<file path="src/rtl/display_pkg.sv">
// Shared types and constants for the frame-synchronised digit loader.
//   state_e       : loader FSM states
//   bcd_nibble_t  : one BCD digit
//   NIBBLE_W      : bits per BCD digit
//   DIGIT_MAX     : largest displayable value for the default 4-digit display
//   pow10()       : constant helper, 10**n
package display_pkg;

   localparam int NIBBLE_W   = 4;
   localparam int DIGITS_DEF = 4;

   typedef logic [NIBBLE_W-1:0] bcd_nibble_t;

   typedef enum logic [1:0] {
      IDLE    = 2'd0,
      CONVERT = 2'd1,
      PENDING = 2'd2,
      COMMIT  = 2'd3
   } state_e;

   function automatic int unsigned pow10(input int unsigned n);
      int unsigned r;
      r = 1;
      for (int unsigned i = 0; i < n; i++) r = r * 10;
      return r;
   endfunction

   localparam int unsigned DIGIT_MAX = pow10(DIGITS_DEF) - 1;

endpackage

</file>
<file path="src/rtl/bcd_dabble_step.sv">
// One double-dabble iteration: every BCD nibble >= 5 gets +3, then the
// concatenation {bcd, bin} is shifted left by one bit.
//   bcd_i / bcd_o : BCD accumulator, DIGITS+1 nibbles
//   bin_i / bin_o : remaining binary bits, MSB shifts into the accumulator
module bcd_dabble_step
   import display_pkg::*;
#(
   parameter int IN_W   = 16,
   parameter int DIGITS = 4
) (
   input  logic [NIBBLE_W*(DIGITS+1)-1:0] bcd_i,
   input  logic [IN_W-1:0]                bin_i,
   output logic [NIBBLE_W*(DIGITS+1)-1:0] bcd_o,
   output logic [IN_W-1:0]                bin_o
);

   localparam int ACC_W = NIBBLE_W*(DIGITS+1);

   logic [ACC_W-1:0] adj;

   always_comb begin
      adj = bcd_i;
      for (int i = 0; i < DIGITS+1; i++) begin
         if (bcd_i[i*NIBBLE_W +: NIBBLE_W] >= bcd_nibble_t'(5))
            adj[i*NIBBLE_W +: NIBBLE_W] = bcd_i[i*NIBBLE_W +: NIBBLE_W] + bcd_nibble_t'(3);
      end
   end

   assign {bcd_o, bin_o} = {adj, bin_i} << 1;

endmodule

</file>
<file path="src/rtl/frame_sync_digit_loader.sv">
// Accepts a binary result over valid/ready, converts it to BCD with a
// sequential double-dabble (IN_W cycles) and commits the digits to the
// picture generator's `numbers` bus only at the start of vertical sync.
//
// Ports:
//   clk          : pixel/system clock (same as VGA_sync)
//   rst_n        : asynchronous active-low reset
//   in_valid     : calculator presents in_value
//   in_ready     : loader can accept (IDLE only)
//   in_value     : unsigned binary result, IN_W bits
//   vsync_in     : vga_v_sync, same clock domain
//   numbers      : BCD digits, nibble 0 = leftmost (most significant) digit
//   busy         : high in CONVERT, PENDING or COMMIT
//   commit_pulse : one-cycle strobe in the cycle `numbers` changes
//   ovf          : value was clamped to the display maximum
//
// Build option DIGIT_SATURATE_EN: inputs above 10^DIGITS-1 are clamped to
// 10^DIGITS-1 and ovf reports it from commit to commit. Without it values
// are shown modulo 10^DIGITS and ovf is tied low.
//
// state   | meaning
// --------+---------------------------------------------------------
// IDLE    | in_ready high, waiting for in_valid
// CONVERT | IN_W double-dabble iterations
// PENDING | digits ready, waiting for the start of vertical sync
// COMMIT  | numbers just loaded, commit_pulse high
module frame_sync_digit_loader
   import display_pkg::*;
#(
   parameter int IN_W             = 16,
   parameter int DIGITS           = 4,
   parameter int VSYNC_ACTIVE_LOW = 1
) (
   input  logic                  clk,
   input  logic                  rst_n,
   input  logic                  in_valid,
   output logic                  in_ready,
   input  logic [IN_W-1:0]       in_value,
   input  logic                  vsync_in,
   output logic [4*DIGITS-1:0]   numbers,
   output logic                  busy,
   output logic                  commit_pulse,
   output logic                  ovf
);

   localparam int              ACC_W       = NIBBLE_W*(DIGITS+1);
   localparam int              CNT_W       = (IN_W > 1) ? $clog2(IN_W) : 1;
   localparam logic [CNT_W-1:0] CNT_LAST   = CNT_W'(IN_W-1);
   localparam logic            VS_INACTIVE = (VSYNC_ACTIVE_LOW != 0);

   state_e              state_q, state_d;
   logic [ACC_W-1:0]    bcd_q, bcd_d, bcd_step;
   logic [IN_W-1:0]     bin_q, bin_d, bin_step;
   logic [CNT_W-1:0]    cnt_q, cnt_d;
   logic                vsync_q;
   logic                vsync_edge;
   logic [4*DIGITS-1:0] numbers_q, numbers_d, digits_ordered;
   logic [IN_W-1:0]     load_value;
   logic                accept;
   logic                commit_go;

   assign accept     = (state_q == IDLE) && in_valid;
   // Start of vsync: previous sample inactive, current sample active.
   assign vsync_edge = (vsync_q == VS_INACTIVE) && (vsync_in != VS_INACTIVE);
   assign commit_go  = (state_q == PENDING) && vsync_edge;

`ifdef DIGIT_SATURATE_EN
   // Assumes 10^DIGITS-1 is representable in IN_W bits.
   localparam logic [IN_W-1:0] SAT_VAL = IN_W'(pow10(DIGITS) - 1);

   logic sat_hit;
   logic ovf_pending_q, ovf_pending_d;
   logic ovf_q, ovf_d;

   assign sat_hit    = (in_value > SAT_VAL);
   assign load_value = sat_hit ? SAT_VAL : in_value;

   always_comb begin
      ovf_pending_d = ovf_pending_q;
      ovf_d         = ovf_q;
      if (accept)    ovf_pending_d = sat_hit;
      if (commit_go) ovf_d         = ovf_pending_q;
   end

   always_ff @(posedge clk or negedge rst_n) begin
      if (!rst_n) begin
         ovf_pending_q <= 1'b0;
         ovf_q         <= 1'b0;
      end else begin
         ovf_pending_q <= ovf_pending_d;
         ovf_q         <= ovf_d;
      end
   end

   assign ovf = ovf_q;
`else
   assign load_value = in_value;
   assign ovf        = 1'b0;
`endif

   bcd_dabble_step #(
      .IN_W   (IN_W),
      .DIGITS (DIGITS)
   ) u_step (
      .bcd_i (bcd_q),
      .bin_i (bin_q),
      .bcd_o (bcd_step),
      .bin_o (bin_step)
   );

   // Accumulator keeps units in the low nibble; the display wants the most
   // significant kept digit in nibble 0. The extra top nibble is dropped,
   // which gives value mod 10^DIGITS.
   always_comb begin
      digits_ordered = '0;
      for (int i = 0; i < DIGITS; i++)
         digits_ordered[i*NIBBLE_W +: NIBBLE_W] = bcd_q[(DIGITS-1-i)*NIBBLE_W +: NIBBLE_W];
   end

   // FSM: state register
   always_ff @(posedge clk or negedge rst_n) begin
      if (!rst_n) state_q <= IDLE;
      else        state_q <= state_d;
   end

   // FSM: next state
   always_comb begin
      state_d = state_q;
      case (state_q)
         IDLE:    if (in_valid)            state_d = CONVERT;
         CONVERT: if (cnt_q == CNT_LAST)   state_d = PENDING;
         PENDING: if (vsync_edge)          state_d = COMMIT;
         COMMIT:                           state_d = IDLE;
         default:                          state_d = IDLE;
      endcase
   end

   // FSM: outputs
   always_comb begin
      in_ready     = 1'b0;
      busy         = 1'b1;
      commit_pulse = 1'b0;
      case (state_q)
         IDLE: begin
            in_ready = 1'b1;
            busy     = 1'b0;
         end
         COMMIT:  commit_pulse = 1'b1;
         default: ;
      endcase
   end

   // Datapath next state
   always_comb begin
      bcd_d     = bcd_q;
      bin_d     = bin_q;
      cnt_d     = cnt_q;
      numbers_d = numbers_q;
      if (accept) begin
         bin_d = load_value;
         bcd_d = '0;
         cnt_d = '0;
      end else if (state_q == CONVERT) begin
         bcd_d = bcd_step;
         bin_d = bin_step;
         cnt_d = cnt_q + 1'b1;
      end
      // numbers changes on entry to COMMIT so it moves together with commit_pulse.
      if (commit_go) numbers_d = digits_ordered;
   end

   always_ff @(posedge clk or negedge rst_n) begin
      if (!rst_n) begin
         bcd_q     <= '0;
         bin_q     <= '0;
         cnt_q     <= '0;
         vsync_q   <= VS_INACTIVE;
         numbers_q <= '0;
      end else begin
         bcd_q     <= bcd_d;
         bin_q     <= bin_d;
         cnt_q     <= cnt_d;
         vsync_q   <= vsync_in;
         numbers_q <= numbers_d;
      end
   end

   assign numbers = numbers_q;

endmodule

</file>
<file path="config.mk">
export PLATFORM = sky130hd
export DESIGN_NAME = frame_sync_digit_loader
export DESIGN_NICKNAME = d
export VERILOG_FILES = /design/src/rtl/display_pkg.sv /design/src/rtl/bcd_dabble_step.sv /design/src/rtl/frame_sync_digit_loader.sv
export SDC_FILE = /design/constraint.sdc
export NUM_CORES = 1
export LEC_CHECK = 0
export ABC_AREA = 1
export CORE_ASPECT_RATIO = 1.75
export CORE_UTILIZATION = 40
export CTS_CLUSTER_SIZE = 20
export DETAILED_ROUTE_END_ITERATION = 12
export GPL_TIMING_DRIVEN = 0
export PLACE_DENSITY = 0.62
export SETUP_SLACK_MARGIN = 0.1
export SLEW_MARGIN = 25
export SYNTH_ARGS = -nofsm -noshare
export SYNTH_HDL_FRONTEND = slang
export SYNTH_HIERARCHICAL = 1
export SYNTH_SLANG_ARGS = --single-unit
</file>
<file path="constraint.sdc">
create_clock -name clk -period 3.6 [get_ports clk]
set_clock_uncertainty 0.1 [all_clocks]
set_input_delay 1.08 -clock clk [delete_from_list [all_inputs] [get_ports clk]]
set_output_delay 1.08 -clock clk [all_outputs]
set_load 0.02 [all_outputs]
</file>
## Word-level counts from Yosys, hierarchy flattened

Cells that the tools add are included.

- $add $sub $neg: 6
- $lt $le $gt $ge: 5
- Equal/unequal tests: 7
- Muxes and demuxes: 18
- Bitwise gates (word level): 1
- Reduce and logical (&&, ||, !) cells: 6

Operator list:

| kind | count |
|---|---|
| 2-to-1 mux 20 bit | 2 |
| 2-to-1 mux 16 bit | 2 |
| 2-to-1 mux 4 bit | 6 |
| >= comparator 4 x 3 -> 1 bit (second input constant) | 5 |
| adder 4 x 2 -> 4 bit (second input constant) | 4 |
| case mux 2 bit (4 select lines) | 1 |
| 2-to-1 mux 2 bit | 3 |
| inequality test 2 bit (second input constant) | 3 |
| adder 4 x 1 -> 4 bit (second input constant) | 1 |
| equality test 2 bit (second input constant) | 2 |
| equality test 4 bit (second input constant) | 1 |
| adder 3 x 2 -> 3 bit (second input constant) | 1 |
| logical AND 1 bit | 3 |
| 2-to-1 mux 1 bit | 3 |
| 2-to-1 mux 3 bit | 1 |
| AND reduction 3 bit | 1 |
| equality test 2 x 1 -> 1 bit (second input constant) | 1 |
| logical NOT 2 bit | 1 |
| nonzero test 2 bit | 1 |
| inverter 1 bit | 1 |

- Register bits: 59
- Input bits: 20
- Output and inout bits: 20
- Logic and storage cells: 49

## Logic depth before layout (Yosys ltp)

- Word-level depth: 4
- Mapped depth: 10
- Mapped depth without buffers: 10

## Modules after synthesis

The synthesis kept the hierarchy.

By module, submodules not included:

| module | instances | cells each | area each (µm²) | sequential area each (µm²) |
|---|---|---|---|---|
| frame_sync_digit_loader | 1 | 278 | 2,605.0 | 1,477.7 |
| bcd_dabble_step | 1 | 128 | 695.7 | 0.0 |

## Least setup slack after synthesis

No wires, ideal clock.

- Path kind: flip-flop to output port
- Start: register state_q[0]
- End: output busy
- Arrival time: 0.971 ns
- Data required time: 2.420 ns
- Path slack: 1.449 ns
- Stages on the path, launching flop included: 4
- Path buffers: 0
- Cells stage by stage: dfrtp_1 > inv_1 > ha_1 > inv_1

- Word-level cells in the longest chain between the ends: 2

RTL lines:

| item | line | text |
|---|---|---|
| start: declaration | frame_sync_digit_loader.sv:51 | `state_e state_q, state_d;` |
| start signal: assignment | frame_sync_digit_loader.sv:123 | `else state_q <= state_d;` |
| logical NOT 2 bit | frame_sync_digit_loader.sv:143 | `case (state_q)` |
| 2-to-1 mux 1 bit | frame_sync_digit_loader.sv:143 |  |
| end: declaration | frame_sync_digit_loader.sv:41 | `output logic busy,` |

Every way passes these cells.

## Worst setup path after layout

Ends and elaborated chain as after synthesis.

==> metrics.cfg <==
[detailed_routing]
drtIter0Drc=146
drt_first_pass_iters=5
routed_via_density=4.94
drc=0
wl_per_cell_um=12.6
vias=2476
wl_um=6310
ant_nets=0

[floorplanning]
die_h_um=117
die_w_um=67.9
start_util_pct=41.7
dieArea_um2=7960
std_cell_rows=41
coreArea_um2=7280
io_pins=40

[synthesis]
yosysWarnings=6
synthesis.area_um2=3040
syn_avg_cell_area_um2=8.26
syn-num-nets=401
synth_cells=368

[power_and_ir_drop]
powerDensity_nw_per_um2=695
p_leak_nw=1.73
ir_drop_mv=0.291

[clocking]
htreeDepth=2
hold_buffers=0
cts_tree=yes
clock_insertion_delay_worst_skew_ns=0.29
cts_resized=0
clkSlewWorstSetupHoldPaths_ns=0.07
post-cts-setup-buffer-count=0
cts_buffer_depth=2
cts-root-buf=clkbuf_16
numCtsBuffers=5
cts.sinks=55

[critical_path]
path_max_fanout=5
cp-end-kind=output pin
crit_path_start_kind=flip-flop
r2r_cells=5
critPathKind=flip-flop to output pin
arrival_ns=1.70
worstPathRequired_ns=2.42

[sta]
fmaxAchievable_mhz=348
tns_ns=0
period_needed_ns=2.88
setup_violations=0
drv_slew=0
fin_crit_sh_pct=79.9
rsz0062_at_grt=false
hold_viol_final=0

[final_layout]
num-nets-final=447
stdcell_count=501
area_growth_pct=22.6
layout-drive-gt1-share_pct=15.9
antenna_cells=0

[status]
status=complete, no violations

[placement]
hpwl_um=4680
numPortBuffers=38
dp_cells=493
routabilityCongestion=0.851

[min_path]
whs_path_depth=2
hp-class=flip-flop to flip-flop

[job]
maxCapViolCount=0

[global_route]
antenna_found_initial=0
grt_pass1_vias=2453
grt_pass1_wl_um=10800
gr-total-overflow=0
grt_max_degree=47
grt_usage_pct=18.0

-- layer usage --
layer  up-vias  GRT usage (%)  share of wire (%)
met5         -              0                  0
met4         0           6.25                1.5
met1      1162           18.9                 42
met3         9           3.59                2.8
met2        44           34.0                 54
li1       1261              -                  -
-- critical path: stages (launching register included) --
cell and delay, ns:
dfrtp_1 0.41, inv_1 0.09, ha_1 0.26, inv_1 0.06
clkdlybuf4s50_1 0.59
-- registers in the layout, indices dropped and copies added, names as in the netlist --
register,count
vsync_q,1
state_q,2
bin_q,16
numbers,16
cnt_q,4
bcd_q,16
-- power by group --
group          internal (mW)  total [mW]  switching [mW]  leakage, nW
Sequential             0.785       0.900           0.116        0.734
Combinational          0.498        1.12           0.626        0.912
Clock                  0.346       0.566           0.220       0.0868
Total                   1.63        2.59           0.961         1.73
-- cell usage in the layout (no fill, tap or decap) --
cell type / n
nand2_1: 78
nand3_1: 70
dfrtp_1: 54
inv_1: 39
clkdlybuf4s50_1: 37
o21ai_0: 29
buf_4: 21
o21ai_1: 14
ha_1: 13
buf_2: 9
nand3_2: 7
buf_6: 6
inv_2: 6
clkbuf_16: 5
or2_1: 4
o21ai_2: 4
nor2_1: 3
a21oi_1: 2
nand4_1: 2
conb_1: 2
nand2_2: 1
nand2_4: 1
xnor2_1: 1
clkbuf_1: 1
or2_2: 1
bufinv_16: 1
clkinv_2: 1
clkbuf_8: 1
buf_16: 1
dfstp_2: 1
-- through the flow --
step	setup WS, ns	util [%]	power (mW)	hold slack (ns)	instance area, um^2
floorplan	1.45	-	1.72	0.361	3040
detailed placement	1.01	48.7	2.05	0.374	3550
global placement	-0.408	48.4	2.02	0.367	3530
global route	0.657	51.1	2.80	0.428	3720
CTS	0.725	51.1	2.63	0.392	3720
finish	0.723	51.1	2.59	0.385	3720
-- final timing paths --
path                       startpoint     endpoint  slack (ns)
setup / recovery           state_q[0]         busy        0.72
min in group asynchronous       rst_n   numbers[3]        0.51
hold reg to reg            numbers[4]   numbers[4]        0.39
hold / removal             numbers[4]   numbers[4]        0.39
setup reg to reg           state_q[0]  numbers[11]        1.91
max in group asynchronous       rst_n      vsync_q        2.36
-- area by class of cell --
class,instances,area [um^2]
Fill cell,729,3560
Sequential cell,55,1380
Multi-Input combinational cell,232,1220
Timing Repair Buffer,39,405
Buffer,36,267
Inverter,45,169
Clock buffer,6,139
Tap cell,86,108
Clock inverter,2,35.0
Note: power is estimated with default switching activity, not from simulation.
